### src/rtl/acc_alu_seq_if.sv
// Request/response bundle between the datapath sequencer and the accumulator ALU.
interface acc_alu_seq_if #(
  parameter int WIDTH = 8
);
  logic             START;
  logic [3:0]       OP;
  logic [WIDTH-1:0] OPERAND;
  logic [WIDTH-1:0] ACC;
  logic             SC;
  logic             ZERO;
  logic             BRANCH;
  logic [WIDTH-1:0] PROD_HI;
  logic             BUSY;
  logic             DONE;

  modport master (
    output START, OP, OPERAND,
    input  ACC, SC, ZERO, BRANCH, PROD_HI, BUSY, DONE
  );

  modport slave (
    input  START, OP, OPERAND,
    output ACC, SC, ZERO, BRANCH, PROD_HI, BUSY, DONE
  );
endinterface

### src/rtl/acc_alu_seq.sv
// Clocked accumulator ALU: single-cycle logic/arith/compare ops plus
// multi-cycle shift/rotate-by-N and shift-add multiply.
module acc_alu_seq #(
  parameter int WIDTH = 8,
  parameter int SHW   = $clog2(WIDTH)
) (
  input  logic          CLK,
  input  logic          RESET_N,
  acc_alu_seq_if.slave  bus
);
  localparam int CW = SHW + 1;

  localparam logic [1:0] ST_IDLE  = 2'd0;
  localparam logic [1:0] ST_SHIFT = 2'd1;
  localparam logic [1:0] ST_MUL   = 2'd2;

  localparam logic [3:0] OP_ADD  = 4'd0;
  localparam logic [3:0] OP_SUB  = 4'd1;
  localparam logic [3:0] OP_AND  = 4'd2;
  localparam logic [3:0] OP_OR   = 4'd3;
  localparam logic [3:0] OP_XOR  = 4'd4;
  localparam logic [3:0] OP_LDA  = 4'd5;
  localparam logic [3:0] OP_SLN  = 4'd6;
  localparam logic [3:0] OP_SRN  = 4'd7;
  localparam logic [3:0] OP_ROLN = 4'd8;
  localparam logic [3:0] OP_MUL  = 4'd9;
  localparam logic [3:0] OP_CEQ  = 4'd10;
  localparam logic [3:0] OP_CGE  = 4'd11;
  localparam logic [3:0] OP_CNE  = 4'd12;
  localparam logic [3:0] OP_CLC  = 4'd13;
  localparam logic [3:0] OP_SEC  = 4'd14;

  logic [1:0]         state_r, state_s;
  logic [CW-1:0]      cnt_r, cnt_s;
  logic [3:0]         shop_r, shop_s;
  logic [WIDTH-1:0]   mcand_r, mcand_s;
  logic [2*WIDTH-1:0] prod_r, prod_s;
  logic [WIDTH-1:0]   acc_r, acc_s;
  logic [WIDTH-1:0]   prod_hi_r, prod_hi_s;
  logic               sc_r, sc_s;
  logic               zero_r, zero_s;
  logic               branch_r, branch_s;
  logic               busy_r, busy_s;
  logic               done_r, done_s;

  logic [WIDTH:0]     add_s, sub_s, mul_sum_s;
  logic [2*WIDTH-1:0] mul_step_s;
  logic [SHW-1:0]     shamt_s;

  // Next-state and datapath decode for all ops.
  always_comb begin
    state_s   = state_r;
    cnt_s     = cnt_r;
    shop_s    = shop_r;
    mcand_s   = mcand_r;
    prod_s    = prod_r;
    acc_s     = acc_r;
    sc_s      = sc_r;
    branch_s  = branch_r;
    prod_hi_s = prod_hi_r;
    busy_s    = busy_r;
    done_s    = 1'b0;
    shamt_s   = bus.OPERAND[SHW-1:0];
    add_s     = {1'b0, acc_r} + {1'b0, bus.OPERAND} + {{WIDTH{1'b0}}, sc_r};
    sub_s     = {1'b0, acc_r} + {1'b0, ~bus.OPERAND} + {{WIDTH{1'b0}}, sc_r};
    // prod_r holds {partial sum, remaining multiplier bits}; low bit selects the add.
    mul_sum_s  = {1'b0, prod_r[2*WIDTH-1:WIDTH]} +
                 (prod_r[0] ? {1'b0, mcand_r} : {(WIDTH+1){1'b0}});
    mul_step_s = {mul_sum_s, prod_r[WIDTH-1:1]};

    case (state_r)
      ST_IDLE: begin
        if (bus.START) begin
          done_s = 1'b1;
          case (bus.OP)
            OP_ADD:  {sc_s, acc_s} = add_s;
            OP_SUB:  {sc_s, acc_s} = sub_s;
            OP_AND:  acc_s = acc_r & bus.OPERAND;
            OP_OR:   acc_s = acc_r | bus.OPERAND;
            OP_XOR:  acc_s = acc_r ^ bus.OPERAND;
            OP_LDA:  acc_s = bus.OPERAND;
            OP_SLN, OP_SRN, OP_ROLN: begin
              if (shamt_s != {SHW{1'b0}}) begin
                state_s = ST_SHIFT;
                cnt_s   = {1'b0, shamt_s};
                shop_s  = bus.OP;
                busy_s  = 1'b1;
                done_s  = 1'b0;
              end else begin
                done_s = 1'b1;
              end
            end
            OP_MUL: begin
              state_s = ST_MUL;
              cnt_s   = CW'(WIDTH);
              mcand_s = bus.OPERAND;
              prod_s  = {{WIDTH{1'b0}}, acc_r};
              busy_s  = 1'b1;
              done_s  = 1'b0;
            end
            OP_CEQ:  branch_s = (bus.OPERAND == acc_r) ? 1'b0 : 1'b1;
            OP_CGE:  branch_s = (bus.OPERAND >= acc_r) ? 1'b0 : 1'b1;
            OP_CNE:  branch_s = (bus.OPERAND != acc_r) ? 1'b0 : 1'b1;
            OP_CLC:  sc_s = 1'b0;
            OP_SEC:  sc_s = 1'b1;
            default: done_s = 1'b1;
          endcase
        end else begin
          done_s = 1'b0;
        end
      end
      ST_SHIFT: begin
        case (shop_r)
          OP_SLN:  {sc_s, acc_s} = {acc_r, sc_r};
          OP_SRN:  {acc_s, sc_s} = {sc_r, acc_r};
          default: acc_s = {acc_r[WIDTH-2:0], acc_r[WIDTH-1]};
        endcase
        cnt_s = cnt_r - CW'(1);
        if (cnt_r == CW'(1)) begin
          state_s = ST_IDLE;
          busy_s  = 1'b0;
          done_s  = 1'b1;
        end else begin
          done_s = 1'b0;
        end
      end
      ST_MUL: begin
        prod_s = mul_step_s;
        cnt_s  = cnt_r - CW'(1);
        // ACC is only written with the finished product.
        if (cnt_r == CW'(1)) begin
          acc_s     = mul_step_s[WIDTH-1:0];
          prod_hi_s = mul_step_s[2*WIDTH-1:WIDTH];
          sc_s      = |mul_step_s[2*WIDTH-1:WIDTH];
          state_s   = ST_IDLE;
          busy_s    = 1'b0;
          done_s    = 1'b1;
        end else begin
          done_s = 1'b0;
        end
      end
      default: begin
        state_s = ST_IDLE;
        busy_s  = 1'b0;
      end
    endcase

    zero_s = (acc_s == {WIDTH{1'b0}});
  end

  // State and output registers.
  always_ff @(posedge CLK or negedge RESET_N) begin
    if (!RESET_N) begin
      state_r   <= ST_IDLE;
      cnt_r     <= {CW{1'b0}};
      shop_r    <= 4'd0;
      mcand_r   <= {WIDTH{1'b0}};
      prod_r    <= {(2*WIDTH){1'b0}};
      acc_r     <= {WIDTH{1'b0}};
      sc_r      <= 1'b0;
      zero_r    <= 1'b1;
      branch_r  <= 1'b0;
      prod_hi_r <= {WIDTH{1'b0}};
      busy_r    <= 1'b0;
      done_r    <= 1'b0;
    end else begin
      state_r   <= state_s;
      cnt_r     <= cnt_s;
      shop_r    <= shop_s;
      mcand_r   <= mcand_s;
      prod_r    <= prod_s;
      acc_r     <= acc_s;
      sc_r      <= sc_s;
      zero_r    <= zero_s;
      branch_r  <= branch_s;
      prod_hi_r <= prod_hi_s;
      busy_r    <= busy_s;
      done_r    <= done_s;
    end
  end

  assign bus.ACC     = acc_r;
  assign bus.SC      = sc_r;
  assign bus.ZERO    = zero_r;
  assign bus.BRANCH  = branch_r;
  assign bus.PROD_HI = prod_hi_r;
  assign bus.BUSY    = busy_r;
  assign bus.DONE    = done_r;
endmodule
### src/flat_wrapper.sv
// flat-port wrapper written by rule: the top's interface ports become plain ports
module acc_alu_seq_flat 
#(
  parameter int WIDTH = 8,
  parameter int SHW   = $clog2(WIDTH)
)
  (CLK, RESET_N, bus_START, bus_OP, bus_OPERAND, bus_ACC, bus_SC, bus_ZERO, bus_BRANCH, bus_PROD_HI, bus_BUSY, bus_DONE);
  acc_alu_seq_if #(.WIDTH(WIDTH)) bus_i ();
  input  logic CLK;
  input  logic RESET_N;
  input wire logic [$bits(bus_i.START)-1:0] bus_START;
  input wire logic [$bits(bus_i.OP)-1:0] bus_OP;
  input wire logic [$bits(bus_i.OPERAND)-1:0] bus_OPERAND;
  output wire logic [$bits(bus_i.ACC)-1:0] bus_ACC;
  output wire logic [$bits(bus_i.SC)-1:0] bus_SC;
  output wire logic [$bits(bus_i.ZERO)-1:0] bus_ZERO;
  output wire logic [$bits(bus_i.BRANCH)-1:0] bus_BRANCH;
  output wire logic [$bits(bus_i.PROD_HI)-1:0] bus_PROD_HI;
  output wire logic [$bits(bus_i.BUSY)-1:0] bus_BUSY;
  output wire logic [$bits(bus_i.DONE)-1:0] bus_DONE;
  assign bus_i.START = bus_START;
  assign bus_i.OP = bus_OP;
  assign bus_i.OPERAND = bus_OPERAND;
  assign bus_ACC = bus_i.ACC;
  assign bus_SC = bus_i.SC;
  assign bus_ZERO = bus_i.ZERO;
  assign bus_BRANCH = bus_i.BRANCH;
  assign bus_PROD_HI = bus_i.PROD_HI;
  assign bus_BUSY = bus_i.BUSY;
  assign bus_DONE = bus_i.DONE;
  acc_alu_seq #(.WIDTH(WIDTH), .SHW(SHW)) u_core (.CLK(CLK), .RESET_N(RESET_N), .bus(bus_i));
endmodule
### config.mk
export PLATFORM = sky130hd
export DESIGN_NAME = acc_alu_seq_flat
export DESIGN_NICKNAME = d
export VERILOG_FILES = /design/src/rtl/acc_alu_seq_if.sv /design/src/rtl/acc_alu_seq.sv /design/src/flat_wrapper.sv
export SDC_FILE = /design/constraint.sdc
export NUM_CORES = 1
export LEC_CHECK = 0
export CAP_MARGIN = 20
export CORE_MARGIN = 3
export CORE_UTILIZATION = 65
export CTS_CLUSTER_SIZE = 20
export DETAILED_ROUTE_END_ITERATION = 7
export PLACE_DENSITY = 0.91
export SKIP_CTS_REPAIR_TIMING = 1
export SLEW_MARGIN = 20
export SYNTH_ARGS = -nofsm -noshare
export SYNTH_HDL_FRONTEND = slang
export SYNTH_SLANG_ARGS = --single-unit
### constraint.sdc
create_clock -name CLK -period 5.25 [get_ports CLK]
set_clock_uncertainty 0.1 [all_clocks]
set_input_delay 0.7875 -clock CLK [delete_from_list [all_inputs] [get_ports CLK]]
set_output_delay 0.7875 -clock CLK [all_outputs]
set_load 0.02 [all_outputs]
==> After elaboration in Yosys (flattened, before gate mapping) <==
Index checks and enable logic that the tools add are counted.
{ "word_totals": {"regBits": 55, "latch_bits": 0, "mem_bits_rw": 0, "rom_bits": 0, "inputBits": 15, "out_inout_bits": 21, "elab_cells": 108, "memories": 0} }
{ "op_classes": {"addsub": 6, "mul": 0, "div_mod_pow": 0, "n_lt_le_gt_ge": 1, "n_eq_ne": 29, "shifts": 0, "n_mux": 37, "bitwise_logic": 4, "n_reduce_logical": 19} }
{ "op_table": {"columns": ["op", "n"], "rows": [
  ["$pmux 8 s6", 1],
  ["$mux 16", 2],
  ["$pmux 16 s2", 1],
  ["$eq 4x4->1 const B", 7],
  ["$eq 4x3->1 const B", 6],
  ["$mux 8", 3],
  ["$pmux 8 s3", 1],
  ["$add 8x8->9", 2],
  ["$add 9x1->9", 2],
  ["$pmux 4 s2", 2],
  ["$pmux 8 s2", 1],
  ["$reduce_and 4->1", 3],
  ["$mux 1", 11],
  ["$pmux 1 s2", 5],
  ["$add 8x9->9", 1],
  ["$reduce_and 3->1", 3],
  ["$reduce_bool 3->1", 3],
  ["$and 8x8->8", 1],
  ["$eq 4x1->1 const B", 2],
  ["$eq 4x2->1 const B", 2],
  ["$eq 8x8->1", 1],
  ["$ge 8x8->1", 1],
  ["$logic_not 8->1", 1],
  ["$mux 4", 2],
  ["other kinds (24)", 32]
]} }

==> Longest topological paths before layout <==
{ "logic_depth": {"ltp_word": 7, "depth_mapped": 12, "mapped_depth_nobuf": 12} }

==> Worst setup path before layout <==
No wires, ideal clock.
{ "synth_path": {"path_type": "input port to flip-flop", "startpoint": "input port bus_OPERAND[0]", "endpoint": "register u_core.zero_r, in the netlist u_core.bus.ZERO", "setup_time_ns": 0.076, "arrival_ns": 3.270, "t_required_ns": 5.074, "path_slack_ns": 1.805, "cell_stages": 11, "path_buffers": 0, "cell_sequence": "inv_1 > fa_1 > fa_1 > nand2b_1 > a21oi_1 > nand2_1 > mux2i_1 > o41ai_2 > a31oi_1 > or4_1 > nor3_2"} }
{ "synth_via": {"elab_chain_len": 7, "word_cells_on_any_way": 12, "classes_between": "4 x add/sub; 3 x mux; 4 x bitwise; 1 x reduce/logical"} }
{ "synth_rtl": {"columns": ["element", "line", "rtl"], "rows": [
  ["start, declared", "flat_wrapper.sv:13", "input wire logic [$bits(bus_i.OPERAND)-1:0] bus_OPERAND;"],
  ["$not 8->8", "acc_alu_seq.sv:65", "sub_s = {1'b0, acc_r} + {1'b0, ~bus.OPERAND} + {{WIDTH{1'b0}}, sc_r};"],
  ["$add 8x8->9", "acc_alu_seq.sv:65", null],
  ["$add 9x1->9", "acc_alu_seq.sv:65", null],
  ["$pmux 8 s6 (*)", "acc_alu_seq.sv:75", "case (bus.OP)"],
  ["$mux 8 (*)", "acc_alu_seq.sv:73", "if (bus.START) begin"],
  ["$pmux 8 s3 (*)", "acc_alu_seq.sv:71", "case (state_r)"],
  ["net u_core.acc_s[6]", "acc_alu_seq.sv:38", "logic [WIDTH-1:0] acc_r, acc_s;"],
  ["$logic_not 8->1 (*)", "acc_alu_seq.sv:148", "zero_s = (acc_s == {WIDTH{1'b0}});"],
  ["net u_core.zero_s", "acc_alu_seq.sv:41", "logic zero_r, zero_s;"],
  ["end signal, assigned", "acc_alu_seq.sv:174", "zero_r <= zero_s;"],
  ["end, declared", "acc_alu_seq.sv:41", null]
]} }
Mark *: on every way through the listed nets, which the timed path passes. The rest lies on a longest branch.
A chain may end at the register's enable or synchronous reset.

==> Worst setup path after layout <==
Same ends and word-level chain as after synthesis.

==> flow_metrics.tcl <==
set metrics [dict create \
    drt_pre_antenna_iters 8 \
    synth_seq_cells 55 \
    initial_utilization 0.685 \
    dp_hpwl_um 10200 \
    vdd_drop_max_mv 0.240 \
    syn-num-nets 630 \
    drive_above_1_share 0.0821 \
    arrival_ns 4.48 \
    synth_cell_types 79 \
    core_um2 6980 \
    grt_first_pass_wirelength_um 22400 \
    crit_top_cell "fa_1" \
    cts_made_buffers 5 \
    crit_slowest_cell "clkdlybuf4s50_1" \
    worst_slack_ns 0.915 \
    drc 0 \
    ys_seq_area_frac 0.288 \
    critPathKind "in2reg" \
    cp_slowest_stage_delay_ns 0.57 \
    grt_start_max_net_pins 50 \
    fmax_ghz 0.231 \
    port_buffers 35 \
    diodes 0 \
    cts.path.max_buffers 2 \
    setup_viol 0 \
    tightestPinTransition_ns 0.961 \
    gr-total-overflow 0 \
    start_kind "primary input" \
    fin_tns_setup_ns 0 \
    synth-edff-count 0 \
    layout_common_cells "dfrtp_1 (54), nor2_1 (52), a21oi_1 (52)" \
    synth_area_um2 4780 \
    clk_pin_slew_worst_paths_ns 0.12 \
    crit_required_ns 5.39 \
    rows 30 \
    crit_path_max_fanout 5 \
    synth_flop_cell "dfrtp_1" \
    ff2ff_setup_slack_ns 1.33 \
    worstHoldPathType "in2async" \
    stdcell_count 681 \
    clock_latency_ns 0.33 \
    period_minus_slack_ns 4.34 \
    fin_crit_sh 0.826 \
    via_per_inst 6.81 \
    ys_async_sr_fraction 1.00 \
    placed_cells_incl_taps 673 \
    wirelength_um 13600 \
    die-area_um2 8430 \
    status "completed" \
    max-slew-margin-rel 0.354 \
    rsz0062_at_grt "no" \
    final_max_slew_viol_count 0 \
    cts_tree "done" \
    dieHeight_um 91.8 \
    cp-end-kind "flip-flop" \
    synth_cells 563 \
    vias 4635 \
    layout.nets 651 \
    synthToLayoutAreaGrowth_pct 9.60 \
    wl_per_cell_um 20.0 \
    cts_root_buffer "clkbuf_8" \
    antenna_found_initial 0 \
    path_cells "clkdlybuf4s50_1 -> inv_1 -> fa_1 -> fa_1 -> nand2b_1 -> a21oi_1 -> o2bb2ai_1 -> o21a_1 -> o311ai_0 -> a22oi_1 -> or4_1 -> nor3_2" \
    htreeDepth 2 \
    place_ws_ns 0.734 \
    p_per_area_nw_per_um2 444 \
    antenna_left 0 \
    layout_commonest_cell "dfrtp_1" \
    ios 36 \
    clock_sinks 55 \
    syn_avg_cell_area_um2 8.50 \
    maxCapViolCount 0 \
    final_area_um2 5240 \
    gp_congestion 1.02 \
    die_x_um 91.8 \
    placed_cell_area_um2 5150 \
    whs_ns 0.190 \
    yosys_warnings 0 \
    timing.final.hold_violations 0 \
    grt.total_usage 0.334 \
    drtIter0Drc 482 \
    p_leak_uw 0.00225 \
    grt_pass1_vias 4417 \
]
kinds of logic after synthesis:
logic type,after synthesis,share of synthesized area
AOI/OAI and AO/OA,175,0.238
xor gates and xnor gates,4,0.00732
adders and majority gates,52,0.144
buffers and inverters,65,0.0599
DFF,55,0.288
muxes,30,0.0696
and+or+nand+nor,182,0.194
per-layer routing:
metal  GRT usage  part of all wire  routed length (µm)
met5           0                 0                   0
met4       0.121             0.034                 464
met3      0.0648              0.10                1360
met2       0.520              0.45                6100
met1       0.464              0.42                5670
registers in the layout (all words and copies together) (netlist names):
name                cells
u_core.bus.ACC          8
u_core.bus.BRANCH       1
u_core.bus.BUSY         1
u_core.bus.DONE         1
u_core.bus.PROD_HI      8
u_core.bus.SC           1
u_core.bus.ZERO         1
u_core.cnt_r            4
u_core.mcand_r          8
u_core.prod_r          16
u_core.shop_r           4
u_core.state_r          2
metrics by stage:
step,total power [µW],util
5_1_grt,2480,0.751
6_report,2330,0.751
3_3_place_gp,1990,0.737
2_1_floorplan,1620,-
3_5_place_dp,2030,0.737
4_1_cts,2290,0.751
worst paths after layout:
check,to,cells after the start,from
worst max-delay path,u_core.bus.ZERO,12,bus_OPERAND[0]
worst min-delay path,u_core.cnt_r[0],1,RESET_N
worst max register to register,u_core.bus.ZERO,11,u_core.bus.ACC[0]
worst min register to register,u_core.bus.PROD_HI[2],2,u_core.bus.PROD_HI[2]
max in group asynchronous,u_core.mcand_r[4],2,RESET_N
min in group CLK,u_core.bus.PROD_HI[2],2,u_core.bus.PROD_HI[2]
Yosys cell counts, types with 7 or more instances:
cell type / number / area [µm²]
nor2_1: 52 / 195
nand2_1: 50 / 188
ha_1: 47 / 588
a22oi_1: 7 / 52.6
and2_1: 8 / 50.1
mux2_2: 12 / 135
buf_2: 7 / 35.0
clkbuf_1: 12 / 45.0
dfrtp_1: 54 / 1350
a21oi_1: 52 / 260
inv_1: 38 / 143
o31ai_1: 8 / 60.1
a31oi_1: 7 / 43.8
nand3_1: 10 / 50.1
and3_1: 7 / 43.8
mux2i_1: 16 / 160
nand2b_1: 9 / 56.3
nor2b_1: 8 / 50.1
o21ai_0: 39 / 195
area by class of cell:
cell class | instances | area (µm²)
repair buffers | 40 | 383
well taps | 96 | 120
inverters | 39 | 146
clock inverters | 3 | 27.5
multi-input cells | 443 | 3120
fillers | 517 | 1740
clock buffers | 5 | 68.8
flip-flops and latches | 55 | 1380
where the power goes:
group / switching, µW / leakage (µW) / internal [µW] / total (µW)
registers: 170 / 0.000696 / 579 / 750
logic: 771 / 0.00151 / 543 / 1310
clock network: 163 / 0.0000463 / 98.6 / 261
total: 1100 / 0.00225 / 1220 / 2330
critical path: cells and delay by family:
kind	cells	cell delay, ns
buffers and inverters	2	0.73
AND/OR/NAND/NOR	3	0.89
adder cells (fa/ha/maj)	2	0.85
AO/OA/AOI/OAI	5	1.21
(Power assumes the default switching activity.)
